[config.mk]
export PLATFORM = sky130hd
export DESIGN_NAME = keypad_time_entry
export DESIGN_NICKNAME = d
export VERILOG_FILES = /design/src/rtl/keypad_time_entry.sv
export SDC_FILE = /design/constraint.sdc
export NUM_CORES = 1
export LEC_CHECK = 0
export ABC_AREA = 1
export CORE_MARGIN = 2
export CORE_UTILIZATION = 41
export CTS_BUF_LIST = sky130_fd_sc_hd__clkbuf_8 sky130_fd_sc_hd__clkbuf_16
export DETAILED_ROUTE_END_ITERATION = 8
export HOLD_SLACK_MARGIN = 0.1
export PLACE_DENSITY = 0.66
export SYNTH_ARGS = -nofsm -noshare
export SYNTH_HDL_FRONTEND = slang
export SYNTH_SLANG_ARGS = --single-unit
[constraint.sdc]
create_clock -name clock -period 3.8 [get_ports clock]
set_input_delay 0.76 -clock clock [delete_from_list [all_inputs] [get_ports clock]]
set_output_delay 0.76 -clock clock [all_outputs]
set_load 0.1 [all_outputs]
[src/rtl/keypad_time_entry.sv]
// Keypad MM:SS time entry with clear/confirm keys, validation and packed-BCD commit.
// Optional idle abort of an unfinished entry when KEYPAD_TIMEOUT_EN is defined.
module keypad_time_entry #(
    parameter int MIN_DIGITS     = 2,
    parameter int TIMEOUT_CYCLES = 50000000
) (
    input  logic                            clock,
    input  logic                            reset,
    input  logic                            en,
    input  logic [9:0]                      keypad,
    input  logic                            sharp,
    input  logic                            star,
    output logic [4*(MIN_DIGITS+2)-1:0]     entry_bcd,
    output logic [$clog2(MIN_DIGITS+3)-1:0] digit_count,
    output logic [4*(MIN_DIGITS+2)-1:0]     time_bcd,
    output logic                            completeSetting,
    output logic                            entry_error,
    output logic                            editing
);

    localparam int NUM_DIGITS = MIN_DIGITS + 2;
    localparam int BW         = 4 * NUM_DIGITS;
    localparam int CW         = $clog2(NUM_DIGITS + 1);

    localparam logic [BW-1:0] BUF_ZERO   = {BW{1'b0}};
    localparam logic [CW-1:0] COUNT_ZERO = {CW{1'b0}};
    localparam logic [CW-1:0] COUNT_ONE  = {{(CW-1){1'b0}}, 1'b1};
    localparam logic [CW-1:0] COUNT_FULL = CW'(NUM_DIGITS);

    typedef enum logic [1:0] {
        ST_WAIT  = 2'd0,
        ST_ENTRY = 2'd1,
        ST_DONE  = 2'd2,
        ST_ERR   = 2'd3
    } state_t;

    function automatic logic is_onehot10(input logic [9:0] k);
        return (k != 10'd0) && ((k & (k - 10'd1)) == 10'd0);
    endfunction

    function automatic logic [3:0] onehot_to_digit(input logic [9:0] k);
        logic [3:0] d;
        d = 4'd0;
        for (int i = 0; i < 10; i++) begin
            d = d | (k[i] ? 4'(i) : 4'd0);
        end
        return d;
    endfunction

    // Seconds tens must be a legal 0-5 and a zero duration is meaningless.
    function automatic logic buffer_valid(input logic [BW-1:0] b);
        return (b[7:4] <= 4'd5) && (b != BUF_ZERO);
    endfunction

    state_t          state_r, state_next_s;
    logic [BW-1:0]   entry_r, entry_next_s;
    logic [CW-1:0]   count_r, count_next_s;
    logic [BW-1:0]   time_r, time_next_s;
    logic            complete_r, complete_next_s;
    logic            error_r, error_next_s;
    logic            editing_r, editing_next_s;
    logic [9:0]      keypad_prev_r;
    logic            sharp_prev_r;
    logic            star_prev_r;

    logic            star_act_s, sharp_act_s, digit_act_s, ev_any_s;
    logic [3:0]      digit_val_s;
    logic            timeout_s;

    // Only the highest-priority event of a cycle survives; en gates them all.
    assign star_act_s  = en & star & ~star_prev_r;
    assign sharp_act_s = en & sharp & ~sharp_prev_r & ~star_act_s;
    assign digit_act_s = en & is_onehot10(keypad) & (keypad_prev_r == 10'd0)
                         & ~star_act_s & ~sharp_act_s;
    assign ev_any_s    = star_act_s | sharp_act_s | digit_act_s;
    assign digit_val_s = onehot_to_digit(keypad);

`ifdef KEYPAD_TIMEOUT_EN
    localparam logic [31:0] TIMEOUT_LAST = 32'(TIMEOUT_CYCLES - 1);

    logic [31:0] idle_r, idle_next_s;

    assign timeout_s = (state_r == ST_ENTRY) && (idle_r == TIMEOUT_LAST);

    // Idle counter: counts only while ENTRY persists without an event.
    always_comb begin
        idle_next_s = 32'd0;
        if ((state_r == ST_ENTRY) && (state_next_s == ST_ENTRY) && !ev_any_s) begin
            idle_next_s = idle_r + 32'd1;
        end else begin
            idle_next_s = 32'd0;
        end
    end

    // Idle counter register.
    always_ff @(posedge clock) begin
        if (reset) begin
            idle_r <= 32'd0;
        end else begin
            idle_r <= idle_next_s;
        end
    end
`else
    assign timeout_s = 1'b0;
`endif

    // Next-state, edit buffer and registered-output next values.
    always_comb begin
        state_next_s = state_r;
        entry_next_s = entry_r;
        count_next_s = count_r;
        time_next_s  = time_r;
        case (state_r)
            ST_WAIT: begin
                if (digit_act_s) begin
                    entry_next_s = {{(BW-4){1'b0}}, digit_val_s};
                    count_next_s = COUNT_ONE;
                    state_next_s = ST_ENTRY;
                end else begin
                    state_next_s = ST_WAIT;
                end
            end
            ST_ENTRY: begin
                if (star_act_s) begin
                    entry_next_s = BUF_ZERO;
                    count_next_s = COUNT_ZERO;
                    state_next_s = ST_WAIT;
                end else if (sharp_act_s) begin
                    entry_next_s = BUF_ZERO;
                    count_next_s = COUNT_ZERO;
                    if (buffer_valid(entry_r)) begin
                        time_next_s  = entry_r;
                        state_next_s = ST_DONE;
                    end else begin
                        state_next_s = ST_ERR;
                    end
                end else if (digit_act_s) begin
                    // A full buffer saturates: extra digits are dropped.
                    if (count_r < COUNT_FULL) begin
                        entry_next_s = {entry_r[BW-5:0], digit_val_s};
                        count_next_s = count_r + COUNT_ONE;
                    end else begin
                        entry_next_s = entry_r;
                    end
                end else if (timeout_s) begin
                    entry_next_s = BUF_ZERO;
                    count_next_s = COUNT_ZERO;
                    state_next_s = ST_ERR;
                end else begin
                    state_next_s = ST_ENTRY;
                end
            end
            ST_DONE: state_next_s = ST_WAIT;
            ST_ERR:  state_next_s = ST_WAIT;
            default: state_next_s = ST_WAIT;
        endcase
        complete_next_s = (state_next_s == ST_DONE);
        error_next_s    = (state_next_s == ST_ERR);
        editing_next_s  = (state_next_s == ST_ENTRY);
    end

    // State, buffer, committed time, status pulses and key history.
    always_ff @(posedge clock) begin
        if (reset) begin
            state_r       <= ST_WAIT;
            entry_r       <= BUF_ZERO;
            count_r       <= COUNT_ZERO;
            time_r        <= BUF_ZERO;
            complete_r    <= 1'b0;
            error_r       <= 1'b0;
            editing_r     <= 1'b0;
            keypad_prev_r <= 10'd0;
            sharp_prev_r  <= 1'b0;
            star_prev_r   <= 1'b0;
        end else begin
            state_r       <= state_next_s;
            entry_r       <= entry_next_s;
            count_r       <= count_next_s;
            time_r        <= time_next_s;
            complete_r    <= complete_next_s;
            error_r       <= error_next_s;
            editing_r     <= editing_next_s;
            keypad_prev_r <= keypad;
            sharp_prev_r  <= sharp;
            star_prev_r   <= star;
        end
    end

    assign entry_bcd       = entry_r;
    assign digit_count     = count_r;
    assign time_bcd        = time_r;
    assign completeSetting = complete_r;
    assign entry_error     = error_r;
    assign editing         = editing_r;

endmodule

### After elaboration in Yosys (flattened, before gate mapping)

Cells that the tools add are included.

| storage, ports and cells | value |
|---|---|
| bits in read-only memories | 0 |
| word-level logic and storage cells | 83 |
| bits in latches | 0 |
| bits in registers | 52 |
| input port bits | 15 |
| RAM bits | 0 |
| output and inout port bits | 38 |
| memories | 0 |

| cells by class | value |
|---|---|
| equal/unequal tests | 9 |
| reductions and logical operators | 11 |
| bitwise logic cells | 22 |
| add/subtract/negate cells | 2 |
| order comparisons | 2 |
| divide/modulo/power cells | 0 |
| multiply operators | 0 |
| multiplexer cells | 27 |
| shift-type cells | 0 |

Operators with widths:

| operator | count |
|---|---|
| two-way mux 16 bit | 5 |
| case mux 16 bit (2 select lines) | 1 |
| two-way mux 3 bit | 9 |
| logical NOT 10 bit | 2 |
| nonzero test 16 bit | 1 |
| AND 10 bit | 1 |
| two-way mux 2 bit | 5 |
| nonzero test 10 bit | 1 |
| subtractor 10 x 1 -> 10 bit, second input constant | 1 |
| AND 1 bit | 9 |
| bitwise OR 3 bit | 3 |
| == test 2 bit, second input constant | 4 |
| two-way mux 4 bit | 2 |
| inequality test 4 bit, second input constant | 2 |
| AND reduction 4 bit | 2 |
| case mux 2 bit (3 select lines) | 1 |
| case mux 3 bit (2 select lines) | 1 |
| == test 2 x 1 -> 1 bit, second input constant | 2 |
| <= comparator 4 x 3 -> 1 bit, second input constant | 1 |
| inverter 1 bit | 4 |
| bitwise OR 3 x 4 -> 4 bit | 1 |
| bitwise OR 4 bit | 1 |
| adder 3 x 1 -> 3 bit, second input constant | 1 |
| < comparator 3 bit, second input constant | 1 |
| other kinds (9) | 12 |

### Logic depth before layout (Yosys ltp)

Gate-level depths: netlist of the first run.

| depth | value |
|---|---|
| depth after elaboration | 14 |
| depth in mapped cells | 15 |
| depth with buffers taken out | 14 |

### Worst setup path before layout of the first run

Ideal clock, no wire load.

| timing path | value |
|---|---|
| path kind | input to register |
| start point | in keypad[6] |
| end point | reg entry_r[3] (netlist: entry_bcd[3]) |
| arrival | 1.891 ns |
| setup slack | 1.782 ns |
| buffers on the path | 1 |
| library setup time | 0.128 ns |
| data required time | 3.672 ns |
| stages on the path | 13 |
| cells stage by stage | nor2_1 -> nand2_2 -> nor2_4 -> nor2_1 -> nor2_1 -> nand2_1 -> nor2_2 -> nand2_1 -> nand2_4 -> buf_4 -> nand3_1 -> nand2_1 -> nor2_1 |

| between the ends | value |
|---|---|
| cells in the longest elaborated chain, start to end | 10 |
| elaborated cells between the ends (all ways) | 12 |
| those cells by class | 1 x add/sub; 2 x eq/ne; 5 x bitwise; 4 x reduce/logical |

RTL lines:

| item | line | RTL |
|---|---|---|
| start, declared | 10 | `input logic [9:0] keypad,` |
| subtractor 10 x 1 -> 10 bit | 38 | `return (k != 10'd0) && ((k & (k - 10'd1)) == 10'd0);` |
| AND 10 bit | 38 |  |
| logical NOT 10 bit | 38 |  |
| logical AND 1 bit * | 38 |  |
| AND 1 bit * (2 in a row) | 73 | `assign digit_act_s = en & is_onehot10(keypad) & (keypad_prev_r == 10'd0)` |
| AND 1 bit * (2 in a row) | 74 | `& ~star_act_s & ~sharp_act_s;` |
| inequality test 4 bit (no line) or inequality test 2 bit (tied branches) | - |  |
| AND reduction 4 bit (no line) * | - |  |
| end signal, assigned | 177 | `entry_r <= entry_next_s;` |
| end, declared | 56 | `logic [BW-1:0] entry_r, entry_next_s;` |

Every way passes the cells marked *; elsewhere a longest branch is shown, timed or not.
A chain may end at the register's enable or synchronous reset.

### Worst setup path after layout of the first run

| timing path | value |
|---|---|
| start point | reg entry_r[6] (netlist: entry_bcd[6]) |
| end point | out entry_bcd[6] |

RTL lines:

| item | line | RTL |
|---|---|---|
| end, declared | 13 | `output logic [4*(MIN_DIGITS+2)-1:0] entry_bcd,` |

No word-level cell between the ends.

==> impl_results.rst, run 1 <==
.. list-table::
   :header-rows: 1

   * - Metric
     - Value
   * - Setup Viol. Count Final
     - 0
   * - Routability congestion estimate
     - about 0.83
   * - Total track usage
     - 0.1796
   * - Clock Tree Root
     - sky130_fd_sc_hd__clkbuf_8
   * - HPWL after detailed placement
     - 3564 µm
   * - Synthesized area per cell
     - slightly below 7 µm²
   * - Buffers on Ports
     - between 50 and 60
   * - RSZ-0062 raised after global routing
     - false
   * - Clock transition at the registers of the reported paths
     - ~100 ps
   * - Startpoint of the worst-slack reg-to-reg timing path
     - keypad_prev_r[1]
   * - Die outline area
     - 0.006147 mm²
   * - Sequential share of the synthesized area
     - 0.4587
   * - Power per Cell Area
     - about 320 mW/mm²
   * - Antenna diode instance count
     - 0
   * - Maximum frequency from static timing analysis
     - ~370 MHz
   * - Die boundary height
     - a little under 80 µm
   * - Final routed DRC violation total
     - 0
   * - Biggest cell delay along the critical path
     - approximately 1200 ps
   * - Final wirelength
     - roughly 5000 µm
   * - Post-CTS setup buffer count
     - 0
   * - Number of antenna violations at the first check in global routing
     - 0
   * - Via count of the first global-routing pass
     - approximately 2,000
   * - Number of sinks driven by the clock tree
     - between 50 and 60
   * - TNS Setup
     - 0 ps
   * - Type of the most critical hold path
     - reg2reg
   * - Static Leakage
     - 1.208 nW
   * - Layout cell share with drive strength beyond 1
     - 0.06133
   * - Max-slew headroom at the worst pin
     - 0.3437
   * - Post-Synthesis Cell Area
     - 0.002270 mm²
   * - Reg2reg setup slack
     - a little under 2000 ps
   * - Worst Hold End
     - time_bcd[7]
   * - Cells along the critical path
     - clkdlybuf4s50_1
   * - Initial Utilization
     - 0.4173
   * - Largest voltage drop on the vdd net
     - 0.2526 mV
   * - Worst Hold Margin
     - ~450 ps
   * - Endpoint of the lowest-slack register-to-register path
     - entry_bcd[14]
   * - Hold buffer count at cts
     - 0
   * - Post-DR wirelength/cell
     - between 10 and 15 µm
   * - Run status
     - finished clean
   * - Worst hold start
     - time_bcd[7]
   * - CTS buffer count
     - 5
   * - Final core area utilization
     - 0.5316
   * - Kind of capture point of the worst setup path
     - primary output
   * - Maximum root-to-sink buffer count
     - 2
   * - Count of buffer and inverter cells on the critical path
     - 1
   * - Resized cells post-CTS
     - 0
   * - Max-slew violation count
     - 0
   * - Final Hold Fails
     - 0
   * - Maximum number of pins on one net before global-route repair
     - 32
   * - GR Overflow Total
     - 0
   * - Delay-heaviest family, CP
     - buffers and inverters
   * - Core footprint
     - between 0.005 and 0.006 mm²
   * - Top cells by area, synth
     - sky130_fd_sc_hd__dfxtp_1, sky130_fd_sc_hd__nand2_1, sky130_fd_sc_hd__nor2_1, sky130_fd_sc_hd__inv_1, sky130_fd_sc_hd__a21oi_1
   * - Clock H-tree levels
     - 2
   * - Vias per cell
     - 4.649
   * - Count of vias placed by the detailed router
     - 2,078
   * - Synth-to-Final Area Change
     - 27.40%
   * - Global-route wire length before repair
     - around 9000 µm
   * - Count of yosys warnings during synthesis
     - 0
   * - Clock tree from TritonCTS
     - built
   * - Worst Setup Path Type
     - reg2out
   * - Number of placed instances with taps included
     - 440
   * - Skew-Pair Late Insertion Delay
     - 310 ps
   * - Synth Register Bits
     - 52
   * - Period Utilization, post-route
     - 0.7045
   * - Crit path launch type
     - register
   * - Final setup skew
     - between 10 and 15 ps
   * - Maximum fanout along the worst path
     - 6
   * - Pre-Repair DR Iteration Count
     - 4
   * - Pin slew with the least headroom to its limit
     - 981.4 ps
   * - Max_cap viols
     - 0
   * - Time the final worst path needs with I/O delays and setup
     - between 2000 and 3000 ps
   * - Total nets after synthesis
     - roughly 340
   * - Number of instances in the synthesized netlist
     - ~330
   * - I/O pin count
     - 53
   * - Hold Path Cell Cnt
     - 2
   * - Starting DRT DRC Count
     - 78
   * - Number of placement rows
     - 27
   * - Worst R2R Path Depth
     - 13
   * - Final non-filler cell total
     - between 400 and 500
   * - Highest-delay cell along the critical path
     - sky130_fd_sc_hd__clkdlybuf4s50_1
   * - X dimension of the die
     - 78.40 µm
   * - Remaining antenna violation count after routing
     - 0
   * - Top cell type's share of synthesized area
     - 0.4587
   * - Cell taking the most area after synthesis
     - sky130_fd_sc_hd__dfxtp_1
   * - Number of nets in the layout
     - a little under 400
   * - CP arrival
     - between 1500 and 2000 ps
   * - Number of distinct standard cells referenced by the synthesized netlist
     - 26
   * - Data required time at the worst endpoint
     - 3040 ps
-- per-layer routing --
| layer | up-vias | GRT usage | part of all wire |
|---|---|---|---|
| met1 | 939 | 0.2375 | 0.50 |
| met3 | 6 | 0.04023 | 0.031 |
| met2 | 29 | 0.2948 | 0.45 |
| met4 | 0 | 0.05263 | 0.011 |
| met5 | - | 0 | 0 |
| li1 | 1104 | - | - |
-- cell usage after synthesis (all sizes together) --
| library cell | instances |
|---|---|
| nand3 | 24 |
| nand4 | 2 |
| ha | 1 |
| o21ai | 14 |
| clkbuf | 4 |
| inv | 41 |
| nor4 | 3 |
| nor3 | 2 |
| a21oi | 25 |
| buf | 9 |
| nor2 | 57 |
| a211oi | 1 |
| nand2 | 92 |
| dfxtp | 52 |
-- final cells by class --
class / instances / area, µm²
timing repair buffer: 54 / 535.5
fill: 557 / 2547
clock buffer: 5 / 68.82
tap: 72 / 90.09
inverter: 41 / 153.9
multi-input combinational: 221 / 989.7
sequential: 52 / 1041
clock inverter: 2 / 12.51
-- layout by cell type (no fill, tap or decap) --
| cell type | n |
|---|---|
| sky130_fd_sc_hd__a21oi_1 | 24 |
| sky130_fd_sc_hd__o21ai_0 | 13 |
| sky130_fd_sc_hd__dfxtp_1 | 52 |
| sky130_fd_sc_hd__nor2_2 | 4 |
| sky130_fd_sc_hd__ha_1 | 1 |
| sky130_fd_sc_hd__nand4_1 | 2 |
| sky130_fd_sc_hd__nor3_1 | 2 |
| sky130_fd_sc_hd__clkbuf_8 | 5 |
| sky130_fd_sc_hd__a211oi_1 | 1 |
| sky130_fd_sc_hd__clkdlybuf4s50_1 | 52 |
| sky130_fd_sc_hd__nand2_2 | 3 |
| sky130_fd_sc_hd__clkinvlp_4 | 1 |
| sky130_fd_sc_hd__nand3_2 | 2 |
| sky130_fd_sc_hd__inv_1 | 40 |
| sky130_fd_sc_hd__nand2_1 | 87 |
| sky130_fd_sc_hd__o21ai_1 | 1 |
| sky130_fd_sc_hd__nand2_4 | 2 |
| sky130_fd_sc_hd__a21oi_2 | 1 |
| sky130_fd_sc_hd__nor2_4 | 1 |
| sky130_fd_sc_hd__clkinv_2 | 1 |
| sky130_fd_sc_hd__nor2_1 | 52 |
| sky130_fd_sc_hd__inv_2 | 1 |
| sky130_fd_sc_hd__buf_4 | 2 |
| sky130_fd_sc_hd__nand3_1 | 22 |
| sky130_fd_sc_hd__nor4_1 | 3 |
-- kinds of logic after synthesis --
logic type | share of synthesized area
AO/OA/AOI/OAI | 0.09096
AND/OR/NAND/NOR | 0.3396
buffers and inverters | 0.1053
adder cells (fa/ha/maj) | 0.005512
flip-flops | 0.4587
-- where the power goes --
group | switching [mW] | internal [mW]
clock | 0.180 | 0.125
sequential | 0.00161 | 0.551
combinational | 0.0336 | 0.0249
-- registers in the layout, summed over array words and instances (netlist names) --
register	count
digit_count	3
entry_error	1
entry_bcd	16
keypad_prev_r	10
state_r	2
star_prev_r	1
time_bcd	16
completeSetting	1
editing	1
sharp_prev_r	1
-- worst max path at each step --
stage / startpoint / end / slack [ps] / depth (start not counted)
global route: keypad[4] / entry_bcd[1] / 880 / 14
CTS: entry_bcd[5] / entry_bcd[5] / 1120 / 1
global placement: keypad[6] / entry_bcd[14] / 930 / 13
floorplan: keypad[6] / entry_bcd[3] / 1780 / 13
finish: entry_bcd[6] / entry_bcd[6] / 1120 / 1
detailed placement: keypad[4] / digit_count[0] / 850 / 13
-- per-stage QoR --
stage	setup WS, ps	cell area (µm²)	total power, mW
2_1_floorplan	1782	2270	0.5977
3_3_place_gp	934.3	2810	0.6238
3_5_place_dp	851.4	2810	0.6249
4_1_cts	1115	2892	0.9240
5_1_grt	876.5	2892	0.9610
6_report	1123	2892	0.9161
No activity file was read; power rests on OpenSTA's default activity.
==> run 2: changes to the inputs <==
PLACE_DENSITY = 0.68   (was 0.66)
clock period = 2.18 ns   (was 3.8 ns; I/O delays follow)
==> impl_results.rst, run 2 (synthesized netlist as in run 1, its figures left out) <==
.. list-table::
   :header-rows: 1

   * - Metric
     - Value
   * - Switching part of the total
     - 0.2439 (+0.009430)
   * - Routability congestion estimate
     - 0.8417 (+1.3%)
   * - Die outline area
     - 0.006147 mm² (unchanged)
   * - Max-slew violation count
     - 0 (unchanged)
   * - Skew-Pair Late Insertion Delay
     - 310 ps (about the same)
   * - X dimension of the die
     - 78.40 µm (unchanged)
   * - GR Overflow Total
     - 0 (unchanged)
   * - Number of antenna violations at the first check in global routing
     - 0 (unchanged)
   * - Count of vias placed by the detailed router
     - 2,139 (+2.9%)
   * - Internal power
     - 1.245 mW (+77%)
   * - Kind of capture point of the worst setup path
     - register
   * - Clock Tree Root
     - sky130_fd_sc_hd__clkbuf_8
   * - Static Leakage
     - 1.382 nW (+14%)
   * - Post-DR wirelength/cell
     - 11.15 µm (-0.77%)
   * - I/O pin count
     - 53 (unchanged)
   * - Power share of the sequential group
     - 0.585 (-0.018)
   * - Data required time at the worst endpoint
     - 2380 ps (-660 ps)
   * - Most used cells in the layout excluding fill and tap cells
     - sky130_fd_sc_hd__nand2_1, sky130_fd_sc_hd__buf_4, sky130_fd_sc_hd__dfxtp_1
   * - Net switching power of the design
     - 0.4015 mW (+87%)
   * - Max_cap viols
     - 0 (unchanged)
   * - Die boundary height
     - 78.40 µm (unchanged)
   * - Hold buffer count at cts
     - 0 (unchanged)
   * - Largest voltage drop on the vdd net
     - 0.3061 mV (+21%)
   * - Buffers on Ports
     - 52 (unchanged)
   * - Total track usage
     - 0.1799 (+0.0003378)
   * - Post-CTS setup buffer count
     - 0 (unchanged)
   * - Time the final worst path needs with I/O delays and setup
     - ~2000 ps
   * - Period Utilization, post-route
     - 0.9364
   * - Synth-to-Final Area Change
     - 31.20%
   * - Power per Cell Area
     - 552.8 mW/mm² (+74%)
   * - Number of sinks driven by the clock tree
     - 52 (unchanged)
   * - Pre-Repair DR Iteration Count
     - 4 (unchanged)
   * - Remaining antenna violation count after routing
     - 0 (unchanged)
   * - Layout cell share with drive strength beyond 1
     - 0.2107 (+0.1493)
   * - Setup Viol. Count Final
     - 0 (unchanged)
   * - Final routed DRC violation total
     - 0 (unchanged)
   * - Number of nets in the layout
     - 409 (+4.6%)
   * - Crit path launch type
     - primary input
   * - Pin slew with the least headroom to its limit
     - 568.5 ps (-412.9 ps)
   * - Via count of the first global-routing pass
     - 1,974 (-1.3%)
   * - Final non-filler cell total
     - 466 (+4.3%)
   * - Global-route wire length before repair
     - 8783 µm (-0.78%)
   * - Final setup skew
     - 8.074 ps (-4.367 ps)
   * - Max-slew headroom at the worst pin
     - 0.6206 (+0.2769)
   * - CTS buffer count
     - 5 (unchanged)
   * - Clock tree from TritonCTS
     - built
   * - Maximum frequency from static timing analysis
     - between 400 and 500 MHz
   * - CP arrival
     - 2250 ps (+330 ps)
   * - Antenna diode instance count
     - 0 (unchanged)
   * - Number of placed instances with taps included
     - 457 (+3.9%)
   * - Final Hold Fails
     - 0 (unchanged)
   * - Sum of internal, switching and leakage power
     - 1.646 mW (+80%)
   * - Initial Utilization
     - 0.4173 (unchanged)
   * - Share of power burned in the clock network
     - 0.343 (+0.010)
   * - Final wirelength
     - 5197 µm (+3.4%)
   * - Worst Setup Path Type
     - in2reg
   * - Maximum root-to-sink buffer count
     - 2 (unchanged)
   * - Fill cells
     - 535 (-3.9%)
   * - Run status
     - finished clean
   * - Type of the most critical hold path
     - reg2reg
   * - Clock H-tree levels
     - 2 (unchanged)
   * - Commonest non-fill, non-tap cell in the layout
     - sky130_fd_sc_hd__nand2_1
   * - HPWL after detailed placement
     - 3747 µm (+5.1%)
   * - Number of placement rows
     - 27 (unchanged)
   * - Clock transition at the registers of the reported paths
     - 100 ps (about the same)
   * - Maximum fanout along the worst path
     - 10 (+4)
   * - Core footprint
     - 0.005439 mm² (unchanged)
   * - Starting DRT DRC Count
     - 88 (+13%)
   * - Resized cells post-CTS
     - 0 (unchanged)
   * - Maximum number of pins on one net before global-route repair
     - 31 (-3.1%)
   * - Comb power frac
     - 0.072 (+0.008)
   * - Vias per cell
     - 4.590 (-1.3%)
run 2: cell types whose count changed in the layout (fill, tap and decap cells not counted), sizes merged:
cell and change:
nand2 +1, inv +1, buf +55, clkdlybuf4s50 -38
run 2: power groups by stage:
stage	Clock, mW	Sequential (mW)	Combinational, mW
global route	0.620	0.966	0.132
detailed placement	0	0.986	0.116
global placement	0	0.986	0.116
CTS	0.583	0.964	0.117
floorplan	0	0.986	0.0556
finish	0.565	0.964	0.118
run 2: final cells by class:
cell class	count	area [µm²]	share of cell area
clock inverter	3	21.27	0.007143
multi-input combinational	222	1022	0.3433
tap	72	90.09	0.03025
clock buffer	5	68.82	0.02311
inverter	41	153.9	0.05168
sequential	52	1041	0.3496
timing repair buffer	71	580.6	0.1950
run 2: per-stage QoR:
| step | hold WS (ps) | worst slack [ps] | util | setup TNS (ps) | instance area [µm²] |
|---|---|---|---|---|---|
| 2_1_floorplan | 511.4 | 221.7 | - | 0 | 2270 |
| 3_3_place_gp | 430.0 | -164.8 | 0.5250 | -2683 | 2855 |
| 3_5_place_dp | 431.7 | -223.4 | 0.5250 | -3740 | 2855 |
| 4_1_cts | 447.7 | 111.8 | 0.5415 | 0 | 2945 |
| 5_1_grt | 473.5 | -17.32 | 0.5475 | -30.76 | 2978 |
| 6_report | 446.0 | 138.6 | 0.5475 | 0 | 2978 |
run 2: worst paths after layout:
kind         cells after the start             start  slack, ps       endpoint
max                             14         keypad[2]        140  entry_bcd[13]
min                              2       time_bcd[7]        450    time_bcd[7]
max reg2reg                     13  keypad_prev_r[1]        550  entry_bcd[13]
min reg2reg                      2       time_bcd[7]        450    time_bcd[7]
run 2: critical path, cell delays in order:
cell,delay (ps)
sky130_fd_sc_hd__clkdlybuf4s50_1,490
sky130_fd_sc_hd__nor2_4,170
sky130_fd_sc_hd__nand2_2,100
sky130_fd_sc_hd__o21ai_1,160
sky130_fd_sc_hd__nand2_1,70
sky130_fd_sc_hd__inv_1,50
sky130_fd_sc_hd__nand2_1,50
sky130_fd_sc_hd__nor2_2,140
sky130_fd_sc_hd__nand2_1,90
sky130_fd_sc_hd__nand2_2,90
sky130_fd_sc_hd__buf_4,170
sky130_fd_sc_hd__nand3_1,120
sky130_fd_sc_hd__nand2_1,80
sky130_fd_sc_hd__nor2_1,40
run 2: metal layers:
layer / share of wire / global-route usage / wire [µm] / up-vias
met5: 0 / 0 / 0 / -
met4: 0.016 / 0.07193 / 84 / 0
met3: 0.048 / 0.03908 / 248 / 7
met2: 0.45 / 0.2871 / 2314 / 46
met1: 0.49 / 0.2374 / 2550 / 943
li1: - / - / - / 1143
==> run 3: changes to the inputs <==
CAP_MARGIN = 20   (was not set)
CORE_UTILIZATION = 44   (was 41)
PLACE_DENSITY = 0.73   (was 0.68)
RECOVER_POWER = 50   (was not set)
==> impl_results.rst, run 3 (synthesized netlist as in run 1, its figures left out) <==
.. list-table::
   :header-rows: 1

   * - Metric
     - Value
   * - Maximum root-to-sink buffer count
     - 2 (unchanged)
   * - Data required time at the worst endpoint
     - 2390 ps (about the same)
   * - Worst Hold Margin
     - 422.1 ps (-23.82 ps)
   * - CP arrival
     - 2220 ps (-30 ps)
   * - Static Leakage
     - 1.350 nW (-2.3%)
   * - Number of placement rows
     - 26 (-3.7%)
   * - Maximum number of pins on one net before global-route repair
     - 31 (unchanged)
   * - Kind of capture point of the worst setup path
     - register
   * - Max_cap viols
     - 0 (unchanged)
   * - Worst setup startpoint
     - keypad[6]
   * - Total track usage
     - 0.1895 (+0.009591)
   * - Maximum fanout along the worst path
     - 16 (+6)
   * - Clock transition at the registers of the reported paths
     - 100 ps (about the same)
   * - Startpoint of the worst-slack reg-to-reg timing path
     - keypad_prev_r[6]
   * - Clock H-tree levels
     - 2 (unchanged)
   * - Count of vias placed by the detailed router
     - 2,163 (+1.1%)
   * - CTS buffer count
     - 5 (unchanged)
   * - X dimension of the die
     - 75.82 µm (-3.3%)
   * - Core footprint
     - 0.005042 mm² (-7.3%)
   * - Hold buffer count at cts
     - 0 (unchanged)
   * - Starting DRT DRC Count
     - 213 (+140%)
   * - Via count of the first global-routing pass
     - 1,805 (-8.6%)
   * - RSZ-0062 raised after global routing
     - true
   * - TNS Setup
     - 0 ps (unchanged)
   * - Final core area utilization
     - 0.5677 (+0.02024)
   * - Pre-Repair DR Iteration Count
     - 4 (unchanged)
   * - Post-CTS setup buffer count
     - 0 (unchanged)
   * - Clock tree from TritonCTS
     - built
   * - Max-slew headroom at the worst pin
     - 0.5828 (-0.03780)
   * - Commonest non-fill, non-tap cell in the layout
     - sky130_fd_sc_hd__nand2_1
   * - Run status
     - finished clean
   * - Routability congestion estimate
     - 0.8554 (+1.6%)
   * - Final setup skew
     - 13.61 ps (+5.532 ps)
   * - Power per Cell Area
     - 570.5 mW/mm² (+3.2%)
   * - Final wirelength
     - 5174 µm (-0.44%)
   * - Number of placed instances with taps included
     - 450 (-1.5%)
   * - GR Overflow Total
     - 0 (unchanged)
   * - Max-slew violation count
     - 0 (unchanged)
   * - Final routed DRC violation total
     - 0 (unchanged)
   * - Maximum frequency from static timing analysis
     - 498.8 MHz (+1.8%)
   * - Global-route wire length before repair
     - 8369 µm (-4.7%)
   * - Number of nets in the layout
     - 404 (-1.2%)
   * - I/O pin count
     - 53 (unchanged)
   * - Layout cell share with drive strength beyond 1
     - 0.1979 (-0.01272)
   * - Crit path launch type
     - primary input
   * - Time the final worst path needs with I/O delays and setup
     - 2005 ps (-36.62 ps)
   * - Synth-to-Final Area Change
     - 26.13%
   * - Fill cells
     - 493 (-7.9%)
   * - Initial Utilization
     - 0.4501 (+0.03282)
   * - Final non-filler cell total
     - 459 (-1.5%)
   * - Setup Viol. Count Final
     - 0 (unchanged)
   * - Number of antenna violations at the first check in global routing
     - 0 (unchanged)
   * - Clock Tree Root
     - sky130_fd_sc_hd__clkbuf_8
   * - Number of sinks driven by the clock tree
     - 52 (unchanged)
   * - Skew-Pair Late Insertion Delay
     - 310 ps (about the same)
   * - Pin slew with the least headroom to its limit
     - 625.9 ps (+57.33 ps)
   * - Die outline area
     - 0.005749 mm² (-6.5%)
   * - Worst hold start
     - keypad[0]
   * - Die boundary height
     - 75.82 µm (-3.3%)
   * - Type of the most critical hold path
     - in2reg
   * - Worst Setup Path Type
     - in2reg
   * - HPWL after detailed placement
     - 3619 µm (-3.4%)
   * - Antenna diode instance count
     - 0 (unchanged)
   * - Remaining antenna violation count after routing
     - 0 (unchanged)
   * - Vias per cell
     - 4.712 (+2.7%)
   * - Buffers on Ports
     - 52 (unchanged)
   * - Most used cells in the layout excluding fill and tap cells
     - sky130_fd_sc_hd__nand2_1, sky130_fd_sc_hd__dfxtp_1, sky130_fd_sc_hd__nor2_1
   * - Final Hold Fails
     - 0 (unchanged)
   * - Period Utilization, post-route
     - 0.9196 (-0.01680)
   * - Largest voltage drop on the vdd net
     - 0.3677 mV (+20%)
   * - Post-DR wirelength/cell
     - 11.27 µm (+1.1%)
[run 3: cell count changes in the layout (fill, tap and decap cells not counted), moves of 2 or more]
| cell | before | now |
|---|---|---|
| sky130_fd_sc_hd__dlymetal6s2s_1 | 0 | 2 |
| sky130_fd_sc_hd__buf_4 | 56 | 20 |
| sky130_fd_sc_hd__clkbuf_2 | 0 | 31 |
| sky130_fd_sc_hd__clkdlybuf4s50_1 | 14 | 12 |
[run 3: timing repair]
item | CTS | global route
endpoints found under the hold margin | 0 | 0
endpoints found under the setup margin | 0 | 11
resized for setup | 0 | 6
[run 3: per-layer routing]
metal | vias to the layer above | track usage | wire length (µm)
li1 | 1139 | - | -
met1 | 958 | 0.2784 | 2461
met2 | 59 | 0.2807 | 2361
met3 | 7 | 0.02910 | 286
met4 | 0 | 0.06823 | 64
met5 | - | 0 | 0
[run 3: through the flow]
stage	cell area, µm²	total power, mW	worst slack [ps]
floorplan	2270	1.042	221.7
global placement	2815	1.097	-141.9
detailed placement	2815	1.098	-199.1
CTS	2905	1.639	103.9
global route	2863	1.701	-23.87
finish	2863	1.633	175.2
[run 3: cell type report]
type | instances | area [µm²] | share of cell area
Multi-Input combinational cell | 222 | 1020 | 0.3562
Inverter | 41 | 153.9 | 0.05376
Timing Repair Buffer | 66 | 470.5 | 0.1643
Clock inverter | 3 | 21.27 | 0.007430
Clock buffer | 5 | 68.82 | 0.02404
Sequential cell | 52 | 1041 | 0.3636
Tap cell | 70 | 87.58 | 0.03059
[run 3: path summary, 6_finish.rpt]
check | cells past startpoint | slack (ps) | endpoint
setup / recovery | 14 | 180 | entry_bcd[4]
hold / removal | 3 | 420 | keypad_prev_r[0]
setup reg to reg | 13 | 550 | entry_bcd[4]
hold reg to reg | 2 | 450 | time_bcd[7]
[run 3: where the power goes]
part | switching (mW) | internal [mW] | total [mW]
Clock | 0.329 | 0.228 | 0.557
Combinational | 0.0615 | 0.0503 | 0.112
Sequential | 0.00289 | 0.961 | 0.964
Total | 0.393 | 1.24 | 1.63
[run 3: worst max-delay path: stages]
cell	delay [ps]
sky130_fd_sc_hd__clkdlybuf4s50_1	420
sky130_fd_sc_hd__nor2_1	190
sky130_fd_sc_hd__nand2_2	110
sky130_fd_sc_hd__nor2_4	130
sky130_fd_sc_hd__nor2_1	50
sky130_fd_sc_hd__nor2_1	80
sky130_fd_sc_hd__nand2_1	70
sky130_fd_sc_hd__nor2_2	130
sky130_fd_sc_hd__nand2_1	90
sky130_fd_sc_hd__nand2_2	90
sky130_fd_sc_hd__buf_4	210
sky130_fd_sc_hd__nand3_1	100
sky130_fd_sc_hd__nand2_1	70
sky130_fd_sc_hd__nor2_1	50
